==> src/rtl/pipe_pkg.sv <==
// rtl/pipe_pkg.sv - shared ID/EX control layout, bubble constant and action encoding
package pipe_pkg;

  localparam int CTRL_W = 12;

  // MSB-first layout of the packed control word carried from ID to EX
  typedef struct packed {
    logic       rd_sel;
    logic       rd_wena;
    logic       dmem_ena;
    logic       dmem_wena;
    logic [1:0] dmem_type;
    logic       alu_a_sel;
    logic       alu_b_sel;
    logic [3:0] alu_sel;
  } ctrl_t;

  localparam logic [CTRL_W-1:0] CTRL_BUBBLE = '0;

  typedef enum logic [1:0] {
    ACT_LOAD   = 2'd0,
    ACT_BUBBLE = 2'd1,
    ACT_HOLD   = 2'd2
  } act_t;

  function automatic logic ctrl_rd_wena(input logic [CTRL_W-1:0] ctrl);
    ctrl_t c;
    c = ctrl_t'(ctrl);
    return c.rd_wena;
  endfunction

endpackage

==> src/rtl/sat_counter.sv <==
// rtl/sat_counter.sv - up-counter that sticks at all-ones
module sat_counter #(
  parameter int CNT_W = 32
) (
  input  logic             clk,
  input  logic             rst_n,
  input  logic             inc,
  output logic [CNT_W-1:0] count
);

  always_ff @(posedge clk or negedge rst_n) begin
    if (!rst_n) begin
      count <= '0;
    end else if (inc && (count != {CNT_W{1'b1}})) begin
      count <= count + CNT_W'(1);
    end
  end

endmodule

==> src/rtl/pipe_id_ex.sv <==
// rtl/pipe_id_ex.sv - ID/EX pipeline register with hold/flush/stall and perf counters
module pipe_id_ex
  import pipe_pkg::*;
#(
  parameter int DATA_W = 32,
  parameter int CNT_W  = 32
) (
  input  logic              in_clk,
  input  logic              in_rst,
  input  logic              in_stall,
  input  logic              in_hold,
  input  logic              in_flush,
  input  logic [DATA_W-1:0] in_rs_data,
  input  logic [DATA_W-1:0] in_rt_data,
  input  logic [DATA_W-1:0] in_immed,
  input  logic [DATA_W-1:0] in_shamt,
  input  logic [DATA_W-1:0] in_npc,
  input  logic [4:0]        in_rd_waddr,
  input  logic [CTRL_W-1:0] in_ctrl,
  output logic [DATA_W-1:0] out_rs_data,
  output logic [DATA_W-1:0] out_rt_data,
  output logic [DATA_W-1:0] out_immed,
  output logic [DATA_W-1:0] out_shamt,
  output logic [DATA_W-1:0] out_npc,
  output logic [4:0]        out_rd_waddr,
  output logic [CTRL_W-1:0] out_ctrl,
  output logic              out_valid,
  output logic [4:0]        out_ex_waddr,
  output logic              out_ex_wena,
  output logic [CNT_W-1:0]  out_bubble_cnt,
  output logic [CNT_W-1:0]  out_inst_cnt
);

  act_t act;

  always_comb begin
    if (in_hold) begin
      act = ACT_HOLD;
    end else if (in_flush || in_stall) begin
      act = ACT_BUBBLE;
    end else begin
      act = ACT_LOAD;
    end
  end

  // Data fields are left untouched on a bubble; only control and rd are scrubbed
  always_ff @(posedge in_clk or negedge in_rst) begin
    if (!in_rst) begin
      out_rs_data  <= '0;
      out_rt_data  <= '0;
      out_immed    <= '0;
      out_shamt    <= '0;
      out_npc      <= '0;
      out_rd_waddr <= '0;
      out_ctrl     <= CTRL_BUBBLE;
      out_valid    <= 1'b0;
    end else begin
      case (act)
        ACT_LOAD: begin
          out_rs_data  <= in_rs_data;
          out_rt_data  <= in_rt_data;
          out_immed    <= in_immed;
          out_shamt    <= in_shamt;
          out_npc      <= in_npc;
          out_rd_waddr <= in_rd_waddr;
          out_ctrl     <= in_ctrl;
          out_valid    <= 1'b1;
        end
        ACT_BUBBLE: begin
          out_rd_waddr <= '0;
          out_ctrl     <= CTRL_BUBBLE;
          out_valid    <= 1'b0;
        end
        default: begin
        end
      endcase
    end
  end

  assign out_ex_waddr = out_rd_waddr;
  assign out_ex_wena  = out_valid & ctrl_rd_wena(out_ctrl);

  sat_counter #(.CNT_W(CNT_W)) u_bubble_cnt (
    .clk   (in_clk),
    .rst_n (in_rst),
    .inc   (act == ACT_BUBBLE),
    .count (out_bubble_cnt)
  );

  sat_counter #(.CNT_W(CNT_W)) u_inst_cnt (
    .clk   (in_clk),
    .rst_n (in_rst),
    .inc   (act == ACT_LOAD),
    .count (out_inst_cnt)
  );

endmodule

==> config.mk <==
export PLATFORM = sky130hd
export DESIGN_NAME = pipe_id_ex
export DESIGN_NICKNAME = d
export VERILOG_FILES = /design/src/rtl/pipe_pkg.sv /design/src/rtl/sat_counter.sv /design/src/rtl/pipe_id_ex.sv
export SDC_FILE = /design/constraint.sdc
export NUM_CORES = 1
export LEC_CHECK = 0
export BUFFER_PORTS_ARGS = -buffer_cell sky130_fd_sc_hd__clkbuf_2
export CAP_MARGIN = 20
export CORE_AREA = 2 2 169 171
export CTS_CLUSTER_SIZE = 25
export DETAILED_ROUTE_END_ITERATION = 7
export DIE_AREA = 0 0 171 173
export GPL_TIMING_DRIVEN = 1
export PLACE_DENSITY = 0.76
export RECOVER_POWER = 100
export SLEW_MARGIN = 20
export SYNTH_ARGS = -nofsm -noshare
export SYNTH_HDL_FRONTEND = slang
export SYNTH_SLANG_ARGS = --single-unit
==> constraint.sdc <==
create_clock -name in_clk -period 1.8 [get_ports in_clk]
set_input_delay 0.36 -clock in_clk [delete_from_list [all_inputs] [get_ports in_clk]]
set_output_delay 0.36 -clock in_clk [all_outputs]
set_load 0.005 [all_outputs]
==> impl_metrics.json, run 1 <==
{
  "status": "finished clean",
  "gr-total-overflow": 0,
  "post-route-min-period_ps": 1720,
  "max_slew_margin_pct": 26.1,
  "netlist_instances": 1021,
  "syn_area_um2": 9860,
  "fin_nets": 1741,
  "syn_nets": 1205,
  "min_path_cells": 3,
  "hold_path_class": "in -> reg",
  "dpl.hpwl_mm": 21.8,
  "critical_path.startpoint": "u_inst_cnt.count[28]",
  "first_iter_violations": 609,
  "fin_crit_sh_pct": 95.5,
  "post_dp_cell_area_um2": 13100,
  "final.setup.tns_ps": 0,
  "cts_tree": "done",
  "cp_slowest_cell": "dfrtp_1",
  "worstMarginPinSlew_ps": 1110,
  "core-area_um2": 27600,
  "r2r_cells": 5,
  "io-pin-count": 430,
  "p_per_area_nw_per_um2": 1050,
  "leakage_nw": 7.47,
  "endpoint_kind": "flop",
  "drc_errors": 0,
  "holdWs_ps": 24.5,
  "dieArea_um2": 29600,
  "drive_above_1_share_pct": 26.2,
  "numCtsBuffers": 27,
  "viasPerCell": 4.70,
  "antenna_found_initial": 1,
  "cp.arrival_ps": 2120,
  "clk_path_buf_depth": 3,
  "slew_viol_final": 0,
  "ys_ff_latch": 242,
  "finalHoldViolations": 0,
  "die_w_um": 171,
  "clock_power_share_pct": 39.8,
  "drv_cap": 0,
  "antenna_left": 0,
  "grt-busiest-layer": "met2",
  "crit_fanout": 6,
  "grt_pass1_wl_mm": 48.0,
  "fin_skew_ps": 14.9,
  "ys_warn_count": 0,
  "rsz0062_at_grt": "no",
  "fmax_mhz": 582,
  "use_met3_pct": 4.46,
  "postSynthAreaPerCell_um2": 9.66,
  "die-height_um": 173,
  "firstDrtPassIters": 5,
  "share_comb_of_total_power_pct": 15.7,
  "clock_sinks": 242,
  "num_rows": 61,
  "htree_levels": 1,
  "vias": 9205,
  "synth.distinct_cells": 44,
  "area.growth.synth_to_final_pct": 43.1,
  "gp_congestion": 0.904,
  "yosysSeqAreaShare_pct": 61.4,
  "switching_share_pct": 26.7,
  "groute.usage.overall_pct": 20.0,
  "internal_power_mw": 10.9,
  "met2_usage_pct": 34.5,
  "cp.required_ps": 2200,
  "irDropWorstVdd_mv": 0.728,
  "utilization_pct": 51.1,
  "final_cell_area_um2": 14100,
  "grt_pass1_vias": 9231,
  "worstReg2RegStart": "u_inst_cnt.count[28]",
  "p_seq_share_pct": 44.5,
  "netSwitchingPower_mw": 3.97,
  "wl_per_cell_um": 15.5,
  "cts.reportedPaths.clkPinSlew_ps": 60,
  "cp-start-kind": "flop",
  "setup_violations": 0,
  "clockRootBuffer": "clkbuf_16",
  "slowest_delay_ps": 350,
  "port_buffers": 429,
  "p_total_mw": 14.9,
  "insertion_delay_ps": 530,
  "globalRouteMet1Util_pct": 24.8,
  "initial_core_util_pct": 35.7,
  "worstHoldStart": "in_rt_data[31]",
  "cp_cell_sequence": "and4_4 -> and4_2 -> nand4_1 -> nand2_2 -> mux2_2",
  "grt_max_degree": 90,
  "wirelength_mm": 30.3,
  "path_class": "reg -> reg"
}
## repair_timing
item	4_1_cts	5_1_grt
hold endpoints to repair	67	0
buffers inserted	0	3
endpoints found under the setup margin	0	37
gates resized for setup	0	15
hold buffers	36	0
## Yosys cell counts, drive strengths merged
cell | count | share of area (%)
o21bai | 1 | 0.076
nand2b | 1 | 0.063
buf | 7 | 0.55
a41oi | 3 | 0.53
nand2 | 503 | 19
xor2 | 17 | 1.5
and2 | 6 | 0.38
o2111ai | 1 | 0.089
and3b | 1 | 0.089
and4 | 12 | 1.1
nand3 | 28 | 1.8
nor4b | 3 | 0.48
nor2 | 18 | 0.71
inv | 2 | 0.076
nand3b | 1 | 0.076
nor4 | 2 | 0.28
nor3 | 11 | 0.61
a21oi | 1 | 0.051
or2 | 2 | 0.13
a31oi | 2 | 0.13
clkbuf | 42 | 1.6
mux2 | 2 | 0.23
or3b | 1 | 0.089
xnor2 | 44 | 3.9
ha | 2 | 0.25
dfrtp | 242 | 61
a22o | 17 | 1.5
nand4 | 28 | 1.8
and3 | 19 | 1.2
or3 | 2 | 0.13
## metal layers
metal	vias up	routed length, um
met5	-	0
met4	0	949
met3	83	2340
met2	414	15000
met1	4359	12000
li1	4349	-
## critical path: cells and delay by family (launching register included)
family	cells	cell delay [ps]
and+or+nand+nor	4	910
DFF	1	350
muxes	1	340
## metrics by stage
| step | std cells | setup slack [ps] |
|---|---|---|
| global route | 1956 | 2.15 |
| finish | 1957 | 80.5 |
| global placement | 1867 | 14.4 |
| detailed placement | 1867 | -4.55 |
| floorplan | 1021 | 26.2 |
| CTS | 1953 | 15.2 |
## flip-flops by register name, indices dropped and copies added (netlist names)
signal and count:
out_ex_waddr 5, u_inst_cnt.count 32, out_npc 32, out_rs_data 32
u_bubble_cnt.count 32, out_shamt 32, out_ctrl 12, out_valid 1
out_immed 32, out_rt_data 32
## power by group through the flow
stage / registers, mW / logic (mW) / clock network, mW
floorplan: 6.76 / 0.754 / 0
global placement: 6.66 / 2.36 / 0
detailed placement: 6.68 / 2.43 / 0
CTS: 6.61 / 2.50 / 6.06
global route: 6.70 / 2.62 / 6.33
finish: 6.62 / 2.34 / 5.92
## final cells by class
cell class	count	area, um2
antenna	1	2.50
clock buffer	36	800
clock inverter	14	185
fill	2580	13500
inverter	2	7.51
multi-input combinational	728	3630
sequential	242	6060
tap	378	473
timing repair buffer	556	2960
## cells by family after synthesis
group,synth area share [%]
DFF,61.4
and+or+nand+nor,28.1
muxes,0.228
adders and majority gates,0.254
AOI/OAI and AO/OA,2.39
xor gates and xnor gates,5.42
buffers and inverters,2.23
## placed cells by master, fill, tap and decap left out, types with 9 or more instances in the layout
master and instances:
nand3_1 23, dfrtp_1 242, clkbuf_16 27, clkbuf_2 285, dlygate4sd3_1 36, nand4_1 27, a22o_1 17, nor2_1 17
xnor2_1 44, clkbuf_8 9, clkbuf_1 182, nand2_1 502, and3_1 17, nor3_1 10, xor2_1 17, buf_4 41
## worst paths after layout
kind                                  endpoint  slack, ps
max in group asynchronous         out_immed[7]        250
min                            out_rt_data[31]         20
max reg2reg                u_inst_cnt.count[1]         80
max                        u_inst_cnt.count[1]         80
min in group asynchronous          out_npc[26]        590
min reg2reg                    out_rs_data[31]        470
(Power assumes the default switching activity.)
==> run 2: changes to the inputs <==
- ABC_AREA: default -> 1
- CORE_AREA: 2 2 169 171 -> 2 2 166 168
- DIE_AREA: 0 0 171 173 -> 0 0 168 170
==> run 2 against run 1 <==
Critical path depth decreased by 3. Register-to-register slack improved by 70 ps. First-iteration DRC count increased by 29%. Non-clock buffer count decreased by 77. Clock skew decreased by 8.8 ps. Combinational power decreased by 8%. Critical path type is now reg -> out. Area after synthesis increased by 11%. Sequential power decreased by 0.6%. Cell area increased by 1.6%. Worst hold slack improved by 2.2 ps. Critical endpoint is now out_inst_cnt[17].
==> impl_metrics.json, run 2 <==
{
  "drc_errors": 0,
  "num_rows": 60,
  "rr_endpoint": "u_bubble_cnt.count[6]",
  "worstReg2RegStart": "u_bubble_cnt.count[1]",
  "regToRegSetupSlack_ps": 150,
  "die-height_um": 170,
  "crit_buf_inv": 2,
  "worstMarginPinSlew_ps": 1290,
  "cts_tree": "done",
  "final_cells": 2199,
  "final_cell_area_um2": 14300,
  "mostFrequentLayoutCells": "781 x nand2_1, 265 x clkbuf_2, 242 x dfrtp_1",
  "post-route-min-period_ps": 1690,
  "syn_area_um2": 10900,
  "synthTopCellsByCount": "781 x nand2_1, 242 x dfrtp_1, 97 x nor2_1",
  "dieArea_um2": 28600,
  "cp.arrival_ps": 1330,
  "synth_ff_type": "dfrtp_1",
  "cp-start-kind": "flop",
  "setup_violations": 0,
  "fmax_mhz": 592,
  "r2r_cells": 10,
  "post_dp_cell_area_um2": 13700,
  "wirelength_mm": 34.8,
  "viasPerCell": 4.85,
  "p_per_area_nw_per_um2": 1010,
  "fin_crit_sh_pct": 93.9,
  "finalHoldViolations": 0,
  "grt_pass1_wl_mm": 53.9,
  "internal_power_mw": 10.5,
  "fin_skew_ps": 6.12,
  "placed_cells": 2145,
  "synth_area_leaders": "dfrtp_1 56%, nand2_1 27%, nor2_1 3.3%",
  "vias": 10673,
  "port_buffers": 429,
  "holdWs_ps": 26.7,
  "endpoint_kind": "output port",
  "switching_share_pct": 27.4,
  "clockRootBuffer": "clkbuf_16",
  "wl_per_cell_um": 15.8,
  "postSynthAreaPerCell_um2": 7.88,
  "netlist_instances": 1383,
  "fillers": 2523,
  "fin_nets": 2022,
  "yosysTopAreaCell": "dfrtp_1",
  "irDropWorstVdd_mv": 0.870,
  "numCtsBuffers": 27,
  "path_class": "reg -> out",
  "final_common_cell": "nand2_1",
  "gr-total-overflow": 0,
  "synthDominantCellAreaShare_pct": 55.6,
  "drv_cap": 0,
  "slew_viol_final": 0,
  "firstDrtPassIters": 6,
  "hold_path_class": "in -> reg",
  "synth.distinct_cells": 28,
  "htree_levels": 1,
  "min_to": "out_rs_data[28]",
  "final.setup.tns_ps": 0,
  "min_path_cells": 3,
  "yosysSeqAreaShare_pct": 55.6,
  "dpl.hpwl_mm": 25.9,
  "antenna_left": 0,
  "clock_power_share_pct": 39.9,
  "utilization_pct": 53.8,
  "core-area_um2": 26700,
  "cp_slowest_cell": "dfrtp_1",
  "area.growth.synth_to_final_pct": 31.6,
  "crit_family": "flip-flops",
  "groute.usage.overall_pct": 23.6,
  "grt_pass1_vias": 10256,
  "cp_cell_sequence": "clkbuf_1 -> clkbuf_2",
  "clk_path_buf_depth": 3,
  "cp.depth": 2,
  "first_iter_violations": 786,
  "grt_max_degree": 108,
  "syn_nets": 1567,
  "ys_async_sr_fraction_pct": 100,
  "drive_above_1_share_pct": 20.4,
  "ys_ff_latch": 242,
  "worstHoldStart": "in_rs_data[28]",
  "synth.most_common_cell": "nand2_1",
  "insertion_delay_ps": 520,
  "clock_sinks": 242,
  "antenna_found_initial": 2,
  "gp_congestion": 0.915,
  "cp.required_ps": 1440,
  "io-pin-count": 430,
  "die_w_um": 168,
  "cts.reportedPaths.clkPinSlew_ps": 60,
  "max_slew_margin_pct": 13.9,
  "netSwitchingPower_mw": 3.98,
  "ys_warn_count": 0,
  "leakage_nw": 7.54,
  "p_seq_share_pct": 45.3,
  "initial_core_util_pct": 40.9,
  "synth-edff-count": 0,
  "slowest_delay_ps": 410,
  "status": "finished clean",
  "share_comb_of_total_power_pct": 14.9,
  "crit_fanout": 5
}
## run 2: what timing repair did
action,in CTS,in global routing
endpoints found under the hold margin,39,0
setup endpoints to repair,0,18
hold buffers,1,0
gates resized for setup,0,1
buffers inserted,0,4
## run 2: final cells by class
class                           count  area [um2]  area share [%]
Multi-Input combinational cell   1027        4340            30.3
Inverter                           61         236            1.65
Tap cell                          341         427            2.98
Antenna cell                        1        2.50          0.0175
Clock inverter                     14         184            1.28
Timing Repair Buffer              479        2340            16.3
Sequential cell                   242        6060            42.2
Clock buffer                       34         752            5.24
## run 2: cells by family after synthesis
kind of cell    count (synthesis)  synth area share, %
buf+inv                       114                 4.70
fa+ha+maj                       2                0.230
simple gates                  977                 36.0
xor+xnor                       20                 1.61
flops                         242                 55.6
compound gates                 28                 1.87
## run 2: power groups by stage
| stage | sequential (mW) | combinational (mW) | clock, mW |
|---|---|---|---|
| 4_1_cts | 6.57 | 2.32 | 5.90 |
| 6_report | 6.58 | 2.16 | 5.79 |
| 5_1_grt | 6.66 | 2.41 | 6.10 |
| 2_1_floorplan | 6.67 | 0.791 | 0 |
| 3_5_place_dp | 6.65 | 2.31 | 0 |
| 3_3_place_gp | 6.63 | 2.24 | 0 |
## run 2: worst reg2reg max path, delay by kind of cell, from the launching register on
family | cells | cell delay (ps)
buffers and inverters | 1 | 160
adder cells (fa/ha/maj) | 1 | 200
AND/OR/NAND/NOR | 7 | 780
AO/OA/AOI/OAI | 1 | 80
flip-flops | 1 | 360
## run 2: layer usage
metal / global-route usage, % / vias to the layer above / routed length [um] / share of wire, %
met3: 4.37 / 74 / 2470 / 7.1
met1: 29.6 / 5021 / 13700 / 39
met2: 40.6 / 441 / 17400 / 50
li1: - / 5135 / - / -
met4: 9.49 / 2 / 1300 / 3.7
met5: 0 / - / 13 / 0.037
## run 2: metrics by stage
step	worst slack (ps)	total power [mW]
floorplan	178	7.46
detailed placement	94.6	8.96
finish	110	14.5
CTS	109	14.8
global placement	94.5	8.88
global route	-5.08	15.2
## run 2: worst max-delay path by stage
stage	start	endpoint	slack, ps
6_report	u_inst_cnt.count[17]	out_inst_cnt[17]	110
5_1_grt	u_bubble_cnt.count[1]	u_bubble_cnt.count[6]	-5
4_1_cts	u_bubble_cnt.count[1]	u_bubble_cnt.count[6]	110
3_5_place_dp	in_stall	u_inst_cnt.count[22]	90
3_3_place_gp	in_stall	u_inst_cnt.count[18]	90
2_1_floorplan	u_bubble_cnt.count[0]	u_bubble_cnt.count[23]	180
